`src/rtl/ins_decode_stage.sv`:
```
// MIPS decode stage with integrated ID/EX register, prioritised operand forwarding,
// load-use stall detection and valid/ready handshakes on both sides.
module ins_decode_stage #(
    parameter int DATA_W   = 32,
    parameter int RADDR_W  = 5,
    parameter int FWD_N    = 2,
    parameter int ALUOP_W  = 8,
    parameter int ALUSEL_W = 3
) (
    input  logic                       clk,
    input  logic                       rst,
    input  logic                       in_valid,
    output logic                       in_ready,
    input  logic [DATA_W-1:0]          in_pc,
    input  logic [31:0]                in_ins,
    input  logic                       flush,
    output logic                       rf_re1,
    output logic                       rf_re2,
    output logic [RADDR_W-1:0]         rf_addr1,
    output logic [RADDR_W-1:0]         rf_addr2,
    input  logic [DATA_W-1:0]          rf_data1,
    input  logic [DATA_W-1:0]          rf_data2,
    input  logic [FWD_N-1:0]           fwd_we,
    input  logic [FWD_N*RADDR_W-1:0]   fwd_addr,
    input  logic [FWD_N*DATA_W-1:0]    fwd_data,
    input  logic                       ld_valid,
    input  logic [RADDR_W-1:0]         ld_addr,
    output logic                       out_valid,
    input  logic                       out_ready,
    output logic [DATA_W-1:0]          out_pc,
    output logic [ALUOP_W-1:0]         out_aluop,
    output logic [ALUSEL_W-1:0]        out_alusel,
    output logic [DATA_W-1:0]          out_op1,
    output logic [DATA_W-1:0]          out_op2,
    output logic [RADDR_W-1:0]         out_waddr,
    output logic                       out_we,
    output logic                       out_illegal,
    output logic [15:0]                stall_cnt
);

    localparam logic [5:0] OP_SPECIAL = 6'h00;
    localparam logic [5:0] OP_ANDI    = 6'h0C;
    localparam logic [5:0] OP_ORI     = 6'h0D;
    localparam logic [5:0] OP_XORI    = 6'h0E;
    localparam logic [5:0] OP_LUI     = 6'h0F;

    localparam logic [5:0] F_SLL  = 6'h00;
    localparam logic [5:0] F_SRL  = 6'h02;
    localparam logic [5:0] F_SRA  = 6'h03;
    localparam logic [5:0] F_SLLV = 6'h04;
    localparam logic [5:0] F_SRLV = 6'h06;
    localparam logic [5:0] F_SRAV = 6'h07;
    localparam logic [5:0] F_SYNC = 6'h0F;
    localparam logic [5:0] F_AND  = 6'h24;
    localparam logic [5:0] F_OR   = 6'h25;
    localparam logic [5:0] F_XOR  = 6'h26;
    localparam logic [5:0] F_NOR  = 6'h27;

    localparam logic [ALUOP_W-1:0] ALU_NOP = ALUOP_W'(8'h00);
    localparam logic [ALUOP_W-1:0] ALU_AND = ALUOP_W'(8'h24);
    localparam logic [ALUOP_W-1:0] ALU_OR  = ALUOP_W'(8'h25);
    localparam logic [ALUOP_W-1:0] ALU_XOR = ALUOP_W'(8'h26);
    localparam logic [ALUOP_W-1:0] ALU_NOR = ALUOP_W'(8'h27);
    localparam logic [ALUOP_W-1:0] ALU_SLL = ALUOP_W'(8'h7C);
    localparam logic [ALUOP_W-1:0] ALU_SRL = ALUOP_W'(8'h02);
    localparam logic [ALUOP_W-1:0] ALU_SRA = ALUOP_W'(8'h03);

    localparam logic [ALUSEL_W-1:0] SEL_NOP   = ALUSEL_W'(3'b000);
    localparam logic [ALUSEL_W-1:0] SEL_LOGIC = ALUSEL_W'(3'b001);
    localparam logic [ALUSEL_W-1:0] SEL_SHIFT = ALUSEL_W'(3'b010);

    logic [5:0]          opcode, funct;
    logic [RADDR_W-1:0]  rs, rt, rd;
    logic [DATA_W-1:0]   imm_zext, sa_zext;

    logic [ALUOP_W-1:0]  dec_aluop;
    logic [ALUSEL_W-1:0] dec_alusel;
    logic                dec_re1, dec_re2, dec_wreq, dec_illegal;
    logic [RADDR_W-1:0]  dec_waddr;
    logic [DATA_W-1:0]   dec_imm1, dec_imm2;
    logic [DATA_W-1:0]   sel_op1, sel_op2;

    logic stall, slot_free, transfer;

    logic                out_valid_q, out_valid_d;
    logic [DATA_W-1:0]   out_pc_q, out_pc_d;
    logic [ALUOP_W-1:0]  out_aluop_q, out_aluop_d;
    logic [ALUSEL_W-1:0] out_alusel_q, out_alusel_d;
    logic [DATA_W-1:0]   out_op1_q, out_op1_d;
    logic [DATA_W-1:0]   out_op2_q, out_op2_d;
    logic [RADDR_W-1:0]  out_waddr_q, out_waddr_d;
    logic                out_we_q, out_we_d;
    logic                out_illegal_q, out_illegal_d;
    logic [15:0]         stall_cnt_q, stall_cnt_d;

    assign opcode   = in_ins[31:26];
    assign funct    = in_ins[5:0];
    assign rs       = RADDR_W'(in_ins[25:21]);
    assign rt       = RADDR_W'(in_ins[20:16]);
    assign rd       = RADDR_W'(in_ins[15:11]);
    assign imm_zext = DATA_W'(in_ins[15:0]);
    assign sa_zext  = DATA_W'(in_ins[10:6]);

    // Youngest matching forward source wins; register 0 is never forwarded.
    function automatic logic [DATA_W-1:0] pick_operand(
        input logic [RADDR_W-1:0]       addr,
        input logic [DATA_W-1:0]        rf_val,
        input logic [FWD_N-1:0]         we,
        input logic [FWD_N*RADDR_W-1:0] faddr,
        input logic [FWD_N*DATA_W-1:0]  fdata
    );
        logic [DATA_W-1:0] val;
        logic              hit;
        hit = 1'b0;
        val = (addr == '0) ? '0 : rf_val;
        for (int i = 0; i < FWD_N; i++) begin
            if (!hit && addr != '0 && we[i] && faddr[i*RADDR_W +: RADDR_W] == addr) begin
                val = fdata[i*DATA_W +: DATA_W];
                hit = 1'b1;
            end
        end
        return val;
    endfunction

    always_comb begin
        dec_aluop   = ALU_NOP;
        dec_alusel  = SEL_NOP;
        dec_re1     = 1'b0;
        dec_re2     = 1'b0;
        dec_wreq    = 1'b0;
        dec_illegal = 1'b0;
        dec_waddr   = '0;
        dec_imm1    = '0;
        dec_imm2    = '0;
        if (in_ins != 32'd0) begin
            case (opcode)
                OP_ORI, OP_ANDI, OP_XORI: begin
                    dec_aluop  = (opcode == OP_ORI)  ? ALU_OR :
                                 (opcode == OP_ANDI) ? ALU_AND : ALU_XOR;
                    dec_alusel = SEL_LOGIC;
                    dec_re1    = 1'b1;
                    dec_imm2   = imm_zext;
                    dec_waddr  = rt;
                    dec_wreq   = 1'b1;
                end
                OP_LUI: begin
                    dec_aluop  = ALU_OR;
                    dec_alusel = SEL_LOGIC;
                    dec_imm1   = imm_zext << 16;
                    dec_waddr  = rt;
                    dec_wreq   = 1'b1;
                end
                OP_SPECIAL: begin
                    case (funct)
                        F_AND, F_OR, F_XOR, F_NOR: begin
                            dec_aluop  = (funct == F_AND) ? ALU_AND :
                                         (funct == F_OR)  ? ALU_OR  :
                                         (funct == F_XOR) ? ALU_XOR : ALU_NOR;
                            dec_alusel = SEL_LOGIC;
                            dec_re1    = 1'b1;
                            dec_re2    = 1'b1;
                            dec_waddr  = rd;
                            dec_wreq   = 1'b1;
                        end
                        F_SLLV, F_SRLV, F_SRAV: begin
                            dec_aluop  = (funct == F_SLLV) ? ALU_SLL :
                                         (funct == F_SRLV) ? ALU_SRL : ALU_SRA;
                            dec_alusel = SEL_SHIFT;
                            dec_re1    = 1'b1;
                            dec_re2    = 1'b1;
                            dec_waddr  = rd;
                            dec_wreq   = 1'b1;
                        end
                        F_SLL, F_SRL, F_SRA: begin
                            dec_aluop  = (funct == F_SLL) ? ALU_SLL :
                                         (funct == F_SRL) ? ALU_SRL : ALU_SRA;
                            dec_alusel = SEL_SHIFT;
                            dec_re2    = 1'b1;
                            dec_imm1   = sa_zext;
                            dec_waddr  = rd;
                            dec_wreq   = 1'b1;
                        end
                        F_SYNC: ;
                        default: dec_illegal = 1'b1;
                    endcase
                end
                default: dec_illegal = 1'b1;
            endcase
        end
    end

    always_comb begin
        sel_op1 = dec_re1 ? pick_operand(rs, rf_data1, fwd_we, fwd_addr, fwd_data) : dec_imm1;
        sel_op2 = dec_re2 ? pick_operand(rt, rf_data2, fwd_we, fwd_addr, fwd_data) : dec_imm2;
    end

    assign rf_re1   = dec_re1;
    assign rf_re2   = dec_re2;
    assign rf_addr1 = rs;
    assign rf_addr2 = rt;

    assign stall     = in_valid && ld_valid && ld_addr != '0 &&
                       ((dec_re1 && ld_addr == rs) || (dec_re2 && ld_addr == rt));
    assign slot_free = !out_valid_q || out_ready;
    // A flush drains the held input, so the fetch side sees ready even when stalled.
    assign in_ready  = !rst && (flush || (slot_free && !stall));
    assign transfer  = in_valid && in_ready && !flush;

    always_comb begin
        out_valid_d   = out_valid_q;
        out_pc_d      = out_pc_q;
        out_aluop_d   = out_aluop_q;
        out_alusel_d  = out_alusel_q;
        out_op1_d     = out_op1_q;
        out_op2_d     = out_op2_q;
        out_waddr_d   = out_waddr_q;
        out_we_d      = out_we_q;
        out_illegal_d = out_illegal_q;
        stall_cnt_d   = stall_cnt_q;
        if (flush) begin
            out_valid_d = 1'b0;
        end else if (transfer) begin
            out_valid_d   = 1'b1;
            out_pc_d      = in_pc;
            out_aluop_d   = dec_aluop;
            out_alusel_d  = dec_alusel;
            out_op1_d     = sel_op1;
            out_op2_d     = sel_op2;
            out_waddr_d   = dec_waddr;
            out_we_d      = dec_wreq && dec_waddr != '0;
            out_illegal_d = dec_illegal;
        end else if (slot_free) begin
            out_valid_d = 1'b0;
        end
        if (stall && !flush && stall_cnt_q != 16'hFFFF) begin
            stall_cnt_d = stall_cnt_q + 16'd1;
        end
    end

    always_ff @(posedge clk or posedge rst) begin
        if (rst) begin
            out_valid_q   <= 1'b0;
            out_pc_q      <= '0;
            out_aluop_q   <= '0;
            out_alusel_q  <= '0;
            out_op1_q     <= '0;
            out_op2_q     <= '0;
            out_waddr_q   <= '0;
            out_we_q      <= 1'b0;
            out_illegal_q <= 1'b0;
            stall_cnt_q   <= '0;
        end else begin
            out_valid_q   <= out_valid_d;
            out_pc_q      <= out_pc_d;
            out_aluop_q   <= out_aluop_d;
            out_alusel_q  <= out_alusel_d;
            out_op1_q     <= out_op1_d;
            out_op2_q     <= out_op2_d;
            out_waddr_q   <= out_waddr_d;
            out_we_q      <= out_we_d;
            out_illegal_q <= out_illegal_d;
            stall_cnt_q   <= stall_cnt_d;
        end
    end

    assign out_valid   = out_valid_q;
    assign out_pc      = out_pc_q;
    assign out_aluop   = out_aluop_q;
    assign out_alusel  = out_alusel_q;
    assign out_op1     = out_op1_q;
    assign out_op2     = out_op2_q;
    assign out_waddr   = out_waddr_q;
    assign out_we      = out_we_q;
    assign out_illegal = out_illegal_q;
    assign stall_cnt   = stall_cnt_q;

endmodule
```
`config.mk`:
```
export PLATFORM = sky130hd
export DESIGN_NAME = ins_decode_stage
export DESIGN_NICKNAME = d
export VERILOG_FILES = /design/src/rtl/ins_decode_stage.sv
export SDC_FILE = /design/constraint.sdc
export NUM_CORES = 1
export LEC_CHECK = 0
export ABC_CLOCK_PERIOD_IN_PS = 9200
export BUFFER_PORTS_ARGS = -buffer_cell sky130_fd_sc_hd__clkbuf_2
export CORE_ASPECT_RATIO = 2
export CORE_UTILIZATION = 30
export CTS_CLUSTER_DIAMETER = 30
export DETAILED_ROUTE_END_ITERATION = 8
export PLACE_DENSITY = 0.63
export SYNTH_ARGS = -nofsm -noshare
export SYNTH_HDL_FRONTEND = slang
export SYNTH_SLANG_ARGS = --single-unit
```
`constraint.sdc`:
```
create_clock -name clk -period 9.2 [get_ports clk]
set_clock_uncertainty 0.05 [all_clocks]
set_input_delay 0.92 -clock clk [delete_from_list [all_inputs] [get_ports clk]]
set_output_delay 0.92 -clock clk [all_outputs]
set_load 0.005 [all_outputs]
```
# --- Word-level counts from Yosys, hierarchy flattened ---
# Index checks and enable logic that the tools add are counted.
totals:
  mem_count: 0
  word_cells: 131
  reg_bits: 131
  rom_bits: 0
  input_bits: 215
  ram_bits: 0
  latchBits: 0
  output_inout_bits: 144
op_classes:
  n_reduce_logical: 51
  muxes: 47
  n_mul: 0
  bitwise_logic: 1
  n_eq_ne: 21
  addsub: 1
  div_mod_pow: 0
  n_lt_le_gt_ge: 0
  shift: 0
ops:
  columns: ["op", "count"]
  rows:
  - ["32-bit 2-to-1 mux", 9]
  - ["32-bit one-hot mux with 2 select lines", 1]
  - ["7-bit one-hot mux with 3 select lines", 2]
  - ["16-bit 2-to-1 mux", 2]
  - ["32-bit nonzero test", 1]
  - ["5-bit equality test", 6]
  - ["6-bit by 4-bit equality test with 1-bit output, second input constant", 5]
  - ["6-bit equality test, second input constant", 4]
  - ["1-bit logical AND", 22]
  - ["5-bit nonzero test", 4]
  - ["6-bit by 3-bit equality test with 1-bit output, second input constant", 3]
  - ["16-bit by 1-bit adder with 16-bit output, second input constant", 1]
  - ["1-bit 2-to-1 mux", 16]
  - ["16-bit != test, second input constant", 1]
  - ["5-bit 2-to-1 mux", 3]
  - ["7-bit 2-to-1 mux", 2]
  - ["6-bit by 2-bit equality test with 1-bit output, second input constant", 2]
  - ["6-bit logical NOT", 2]
  - ["11-bit OR reduction", 1]
  - ["5-bit logical NOT", 2]
  - ["5-bit one-hot mux with 2 select lines", 1]
  - ["10-bit OR reduction", 1]
  - ["3-bit OR reduction", 3]
  - ["2-bit 2-to-1 mux", 4]
  - ["other kinds (12)", 23]

# --- Logic depth before layout (Yosys ltp) ---
# Gate-level depths: netlist of the first run.
logic_depth:
  ltp_word: 16
  depth_mapped: 9

# --- Worst setup path after synthesis of the first run ---
# Ideal clock, no wire load.
synth_path:
  path_type: "input port to output port"
  startpoint: "input port rst"
  endpoint: "output port in_ready"
  arrival_ns: 4.092
  setup_slack_ns: 4.138
  required_time_ns: 8.230
  path_stages: 3
  cell_sequence: "inv_1 > o21ai_0 > nor2_1"
synth_via:
  elab_chain_cells: 2
synth_lines:
  columns: ["item", "line_no", "source"]
  rows:
  - ["from (decl)", "11", "input logic rst,"]
  - ["1-bit logical NOT (no source line)", null, null]
  - ["1-bit logical AND", "206", "assign in_ready = !rst && (flush || (slot_free && !stall));"]
  - ["to (decl)", "13", "output logic in_ready,"]
# No other way between the ends.

# --- Worst setup path after layout of the first run ---
layout_path:
  startpoint: "input port in_ins[3]"
  endpoint: "register out_op2_q[27] (netlist: out_op2[27])"
layout_via:
  elab_chain_cells: 15
layout_lines:
  columns: ["item", "line_no", "source"]
  rows:
  - ["from (decl)", "15", "input logic [31:0] in_ins,"]
  - ["6-bit equality test (tied with other cells)", "154", "case (funct)"]
  - ["7-bit OR reduction (no source line) or 10-bit OR reduction (tied branches)", null, null]
  - ["1-bit 2-to-1 mux", "154", null]
  - ["1-bit one-hot mux with 2 select lines or 1-bit 2-to-1 mux (tied branches)", "136", "case (opcode)"]
  - ["1-bit 2-to-1 mux", "135", "if (in_ins != 32'd0) begin"]
  - ["1-bit logical AND", "203", "((dec_re1 && ld_addr == rs) || (dec_re2 && ld_addr == rt));"]
  - ["1-bit logical OR", "203", null]
  - ["1-bit logical AND", "202", "assign stall = in_valid && ld_valid && ld_addr != '0 &&"]
  - ["1-bit logical NOT", "206", null]
  - ["1-bit logical AND", "206", null]
  - ["1-bit logical OR", "206", null]
  - ["1-bit logical AND", "206", null]
  - ["1-bit logical AND (2 in series)", "207", "assign transfer = in_valid && in_ready && !flush;"]
  - ["2-bit AND reduction (no source line)", null, null]
  - ["to (signal assigned)", "258", "out_op2_q <= out_op2_d;"]
  - ["to (decl)", "90", "logic [DATA_W-1:0] out_op2_q, out_op2_d;"]
# Several ways; a longest one is shown, not always the timed one.
# A chain may end at the register's enable or synchronous reset.

==> summary.txt, run 1 <==
Floorplanning
  • Die ar.: 0.0273 mm²
  • Initial Utilization: 0.305
  • Die Height: 233 µm
  • Row Count: 84
  • Placeable Area: 0.0262 mm²
  • Chip width: 117 µm
  • I/O Pins: 359

Flow run
  • Max_cap viols: 0

Timing
  • Worst-margin pin slew: 1090 ps
  • Fmax: 0.213 GHz
  • Hold WS: 446 ps
  • Final-report hold violation count: 0
  • Min Tclk post-route: 4690 ps
  • Unrepaired setup endpoints after global routing: no
  • Final WS setup: 4510 ps
  • Number of setup violations in the final report: 0
  • Pins Over Slew Limit: 0
  • Final TNS setup: 0 ps
  • Final period util: 0.510
  • Max_slew headroom: 0.274

Global route
  • Global-route wire length before repair: 46700 µm
  • Number of global-route vias before repair: 7266
  • Total track usage: 0.235
  • Met2 GRT Util: 0.436
  • Busiest grt layer: met2
  • Largest net degree at the start of global routing: 81
  • Met3 Usage GRT: 0.0449
  • Total grt overflow: 0
  • Initial antenna violation count: 0
  • Met1 Usage GRT: 0.253

Synth
  • Number of enable flip-flop cells after synthesis: 0
  • Yosys reg bits: 126
  • Post-synthesis async set-or-reset flop share: 1.00
  • Syn Inst Count: 713
  • Synth cell types: 55
  • Mapped Area: 0.00798 mm²
  • Area fraction of the dominant cell type after synthesis: 0.395
  • Yosys top cell by area: dfrtp_1
  • Synth Area per Inst: 11.2 µm²
  • Primary FF master, synth: dfrtp_1
  • Seq/Total Area, Yosys: 0.395
  • Most frequent cell after synthesis: dfrtp_1
  • Post-synth top cells: 126 x dfrtp_1, 98 x mux2_4, 54 x nor2_1
  • Warnings, synthesis: 0
  • Top post-synthesis cells by area: dfrtp_1 40%, mux2_4 18%, mux2i_1 5.1%, xnor2_1 4.1%, a211oi_1 3.1%

Critical path
  • Crit. End Element: flop
  • CP dominant cell by count: buf_4
  • Crit path cell chain: clkbuf_2, nor4_2, nand4_2, a2111o_1, a21oi_2, or3_4, buf_4, buf_4, mux2_2
  • Crit-path max FO: 42
  • Setup crit start kind: primary input
  • Worst path arrival time: 4970 ps
  • CP Data Required Time: 9480 ps
  • Worst path slowest cell: buf_4
  • Max stage delay on crit path: 720 ps
  • Critical path class: primary input to flop

Place
  • Post-DP HPWL: 24400 µm
  • Placement Setup Slack: 4020 ps
  • # port buffers: 356
  • Routability cong.: 0.897

CTS
  • H-Tree Depth: 4
  • CTS tree: done
  • Clock Latency Late Sink: 440 ps
  • TritonCTS buffer count: 17
  • Setup bufs post-CTS: 0
  • CTS resizes: 0
  • Worst-path clk slew: 60 ps
  • Sink Count: 126
  • CTS Root Cell: clkbuf_16
  • Largest buffer count on any clock path: 2
  • Hold Buf Count CTS: 0

Final layout
  • Multi-input gate area: 0.00432 mm²
  • NumNets Final: 1252
  • Area growth syn-to-layout: 30.2%
  • Layout cell share with drive strength beyond 1: 0.499
  • Register area: 0.00315 mm²
  • Fillers: 2596
  • N_diodes: 0

Power
  • Combinational fraction of design power: 0.175
  • P_int: 1110 µW
  • Lkg Pwr: 0.00561 µW
  • Register share of total power: 0.394
  • Psw: 452 µW
  • Clock share of power: 0.431
  • PwrDens: 151 mW/mm²
  • Sw Share: 0.289
  • Max IR drop VDD: 0.116 mV

Detailed routing
  • DR iter-0 viols: 372
  • Post-route ant nets: 0
  • Wirelength per Cell: 22.7 µm
  • Via-to-Cell Ratio: 5.10
  • Drt pass-1 iters: 7
  • Vias post-DR: 7107
  • Drc violations: 0
  • Final wirelength: 31700 µm

Min path
  • Hold WC Path Type: flop to flop

Outcome
  • Outcome: finished clean
-- per-layer routing --
layer | wire [µm] | vias to the layer above
li1 | - | 3240
met1 | 11700 | 3496
met2 | 17200 | 315
met3 | 1650 | 56
met4 | 1150 | 0
met5 | 0 | -
-- per-stage QoR --
step           total power [µW]   util  instances  cell area, µm²
4_1_cts                    1580  0.397       1393           10400
3_3_place_gp                897  0.375       1361            9810
5_1_grt                    1630  0.397       1393           10400
6_report                   1560  0.397       1393           10400
2_1_floorplan               764      -        714            7980
3_5_place_dp                903  0.375       1361            9810
-- power by group through the flow --
| stage | combinational (µW) | sequential (µW) | clock, µW |
|---|---|---|---|
| final | 274 | 617 | 674 |
| after global placement | 273 | 625 | 0 |
| after floorplan | 138 | 626 | 0 |
| after CTS | 278 | 617 | 689 |
| after detailed placement | 277 | 626 | 0 |
| after global routing | 295 | 621 | 710 |
-- critical path, delay by kind of cell --
family                 cells  cell delay, ps
buffers and inverters      3            1560
AND/OR/NAND/NOR            3            1270
AO/OA/AOI/OAI              2             770
multiplexers               1             400
-- cell usage in the layout, fill, tap and decap left out, types with 7 or more instances in the layout --
| cell | count |
|---|---|
| mux2i_1 | 41 |
| o21ai_0 | 36 |
| nand2_1 | 41 |
| clkbuf_2 | 356 |
| nor3_1 | 10 |
| xnor2_1 | 37 |
| mux2_4 | 98 |
| dfrtp_1 | 126 |
| buf_4 | 10 |
| nor2_1 | 54 |
| mux2_2 | 11 |
| a211oi_1 | 33 |
| o31ai_1 | 15 |
| nand3_1 | 15 |
| and3_1 | 9 |
| inv_1 | 11 |
| a22oi_1 | 16 |
| clkbuf_16 | 17 |
| xor2_1 | 8 |
| inv_6 | 7 |
| nand4_1 | 14 |
-- logic make-up after synthesis --
kind of cell | count (synthesis) | share of synthesized area
AND/OR/NAND/NOR | 171 | 0.107
other | 1 | 0.000470
AO/OA/AOI/OAI | 144 | 0.128
flip-flops | 126 | 0.395
adder cells (fa/ha/maj) | 1 | 0.00157
multiplexers | 150 | 0.251
XOR/XNOR | 45 | 0.0494
buffers and inverters | 75 | 0.0670
-- cell type report --
type                            count  share of cell area
Sequential cell                   126               0.304
Timing Repair Buffer              366               0.179
Tap cell                          344              0.0414
Inverter                           12             0.00482
Clock inverter                     15              0.0145
Multi-Input combinational cell    513               0.416
Clock buffer                       17              0.0409
-- sequential cells by signal, indices dropped and copies added (netlist names) --
signal       count
out_illegal      1
stall_cnt       16
out_valid        1
out_we           1
out_waddr        5
out_alusel       2
out_op2         32
out_pc          32
out_aluop        4
out_op1         32
-- worst paths after layout --
| path | start | end | slack (ps) | cells after the start |
|---|---|---|---|---|
| worst max-delay path | in_ins[3] | out_op2[27] | 4510 | 9 |
| worst min-delay path | stall_cnt[10] | stall_cnt[10] | 450 | 1 |
| worst max register to register | out_valid | out_op2[27] | 6090 | 6 |
| worst min register to register | stall_cnt[10] | stall_cnt[10] | 450 | 1 |
| max in group asynchronous | rst | out_aluop[1] | 7220 | 3 |
| min in group asynchronous | rst | out_valid | 480 | 2 |
(Power assumes the default switching activity.)
==> inputs of run 2 (changes only) <==
Settings changed: ABC_CLOCK_PERIOD_IN_PS 9200 to 4600.
Clock period 9.2 ns to 4.6 ns, I/O delays scaled along.
==> summary.txt, run 2 (synthesis results as in run 1) <==
Detailed routing
  • Drc violations: 0
  • Drt pass-1 iters: 5
  • Vias post-DR: 7176
  • Wirelength per Cell: 22.6 µm
  • Post-route ant nets: 0
  • Via-to-Cell Ratio: 5.14
  • DR iter-0 viols: 352
  • Final wirelength: 31500 µm

Min path
  • Hold WC Path Type: primary input to asynchronous set/reset pin

Floorplanning
  • Row Count: 84
  • I/O Pins: 359
  • Die Height: 233 µm
  • Placeable Area: 0.0262 mm²
  • Die ar.: 0.0273 mm²
  • Chip width: 117 µm
  • Initial Utilization: 0.305

CTS
  • H-Tree Depth: 4
  • Hold Buf Count CTS: 0
  • Setup bufs post-CTS: 0
  • CTS resizes: 0
  • Sink Count: 126
  • Clock Latency Late Sink: 440 ps
  • Worst-path clk slew: 60 ps
  • Largest buffer count on any clock path: 2
  • CTS Root Cell: clkbuf_16
  • CTS tree: done
  • TritonCTS buffer count: 17

Global route
  • Number of global-route vias before repair: 7490
  • Initial antenna violation count: 0
  • Total grt overflow: 0
  • Global-route wire length before repair: 46600 µm
  • Largest net degree at the start of global routing: 86
  • Total track usage: 0.234

Timing
  • Hold WS: 97.5 ps
  • Final-report hold violation count: 0
  • Pins Over Slew Limit: 0
  • Max_slew headroom: 0.233
  • Unrepaired setup endpoints after global routing: no
  • Final TNS setup: 0 ps
  • Worst-margin pin slew: 1150 ps
  • Number of setup violations in the final report: 0
  • Final period util: 0.655
  • Min Tclk post-route: 3010 ps
  • Fmax: 0.332 GHz

Final layout
  • Fin util: 0.402
  • NumNets Final: 1255
  • Area growth syn-to-layout: 31.7%
  • Commonest non-fill, non-tap cell in the layout: clkbuf_2
  • Most frequent cells in the layout: 356 x clkbuf_2, 126 x dfrtp_1, 98 x mux2_4, 54 x nor2_1
  • Layout cell share with drive strength beyond 1: 0.500
  • Fin area: 0.0105 mm²

Flow run
  • Max_cap viols: 0

Place
  • Dpl cell area: 0.00987 mm²
  • Post-DP HPWL: 24400 µm
  • Routability cong.: 0.861
  • # port buffers: 356

Critical path
  • CP Data Required Time: 4880 ps
  • Worst path arrival time: 3290 ps
  • R2r startpoint: stall_cnt[0]
  • Max stage delay on crit path: 530 ps
  • Crit path depth: 8
  • CP Buf/Inv Count: 2
  • Flop2flop setup slack: 2130 ps
  • Crit path max-delay family: simple AND/OR/NAND/NOR gates
  • Crit-path max FO: 26
  • R2R depth: 6
  • Worst path slowest cell: a2111o_1
  • Crit. End Element: flop
  • Critical path class: primary input to flop
  • Setup crit start kind: primary input
  • CP startpoint: in_ins[3]
  • CP endpoint: out_op2[29]
  • Crit path cell chain: clkbuf_2, nor4_2, nand4_2, a2111o_1, a21oi_2, or3_4, buf_4, mux2_2
  • R2r endpoint: stall_cnt[1]

Power
  • PwrDens: 311 mW/mm²
  • Lkg Pwr: 0.00567 µW
  • Max IR drop VDD: 0.238 mV

Outcome
  • Outcome: finished clean
-- run 2: worst min-delay path by stage --
stage	from	to	slack [ps]	cells past startpoint
2_1_floorplan	stall_cnt[15]	stall_cnt[15]	430	1
3_3_place_gp	stall_cnt[10]	stall_cnt[10]	430	1
3_5_place_dp	stall_cnt[7]	stall_cnt[7]	440	1
4_1_cts	rst	out_op2[0]	150	2
5_1_grt	rst	out_aluop[4]	170	2
6_report	rst	out_aluop[4]	100	2
-- run 2: stage by stage --
stage / instances / total power (µW) / setup WS (ps)
after floorplan: 714 / 1530 / 458
after CTS: 1396 / 3310 / 1570
final: 1397 / 3270 / 1590
after detailed placement: 1364 / 1810 / 1090
after global placement: 1364 / 1800 / 1170
after global routing: 1396 / 3400 / 1450
-- run 2: worst reg2reg max path, stage by stage (launching register included) --
cell and delay [ps]:
dfrtp_1 430, ha_1 230, and3_1 170, and3_1 250, and2_1 210, a221oi_4 610
mux2_2 420
-- run 2: power by group --
part	switching [µW]	internal, µW	total [µW]
Clock	597	889	1490
Combinational	267	283	550
Sequential	48.6	1190	1230
-- run 2: area by class of cell --
cell class	instances	area (µm²)
well taps	344	430
inverters	12	50.0
flip-flops and latches	126	3150
diodes	1	2.50
multi-input cells	513	4320
fillers	2606	15700
clock buffers	18	439
clock inverters	14	194
repair buffers	369	1920
-- run 2: routing by layer --
layer,GRT usage,part of all wire
met1,0.250,0.37
met5,0,0
met2,0.423,0.53
met3,0.0534,0.051
met4,0.129,0.044
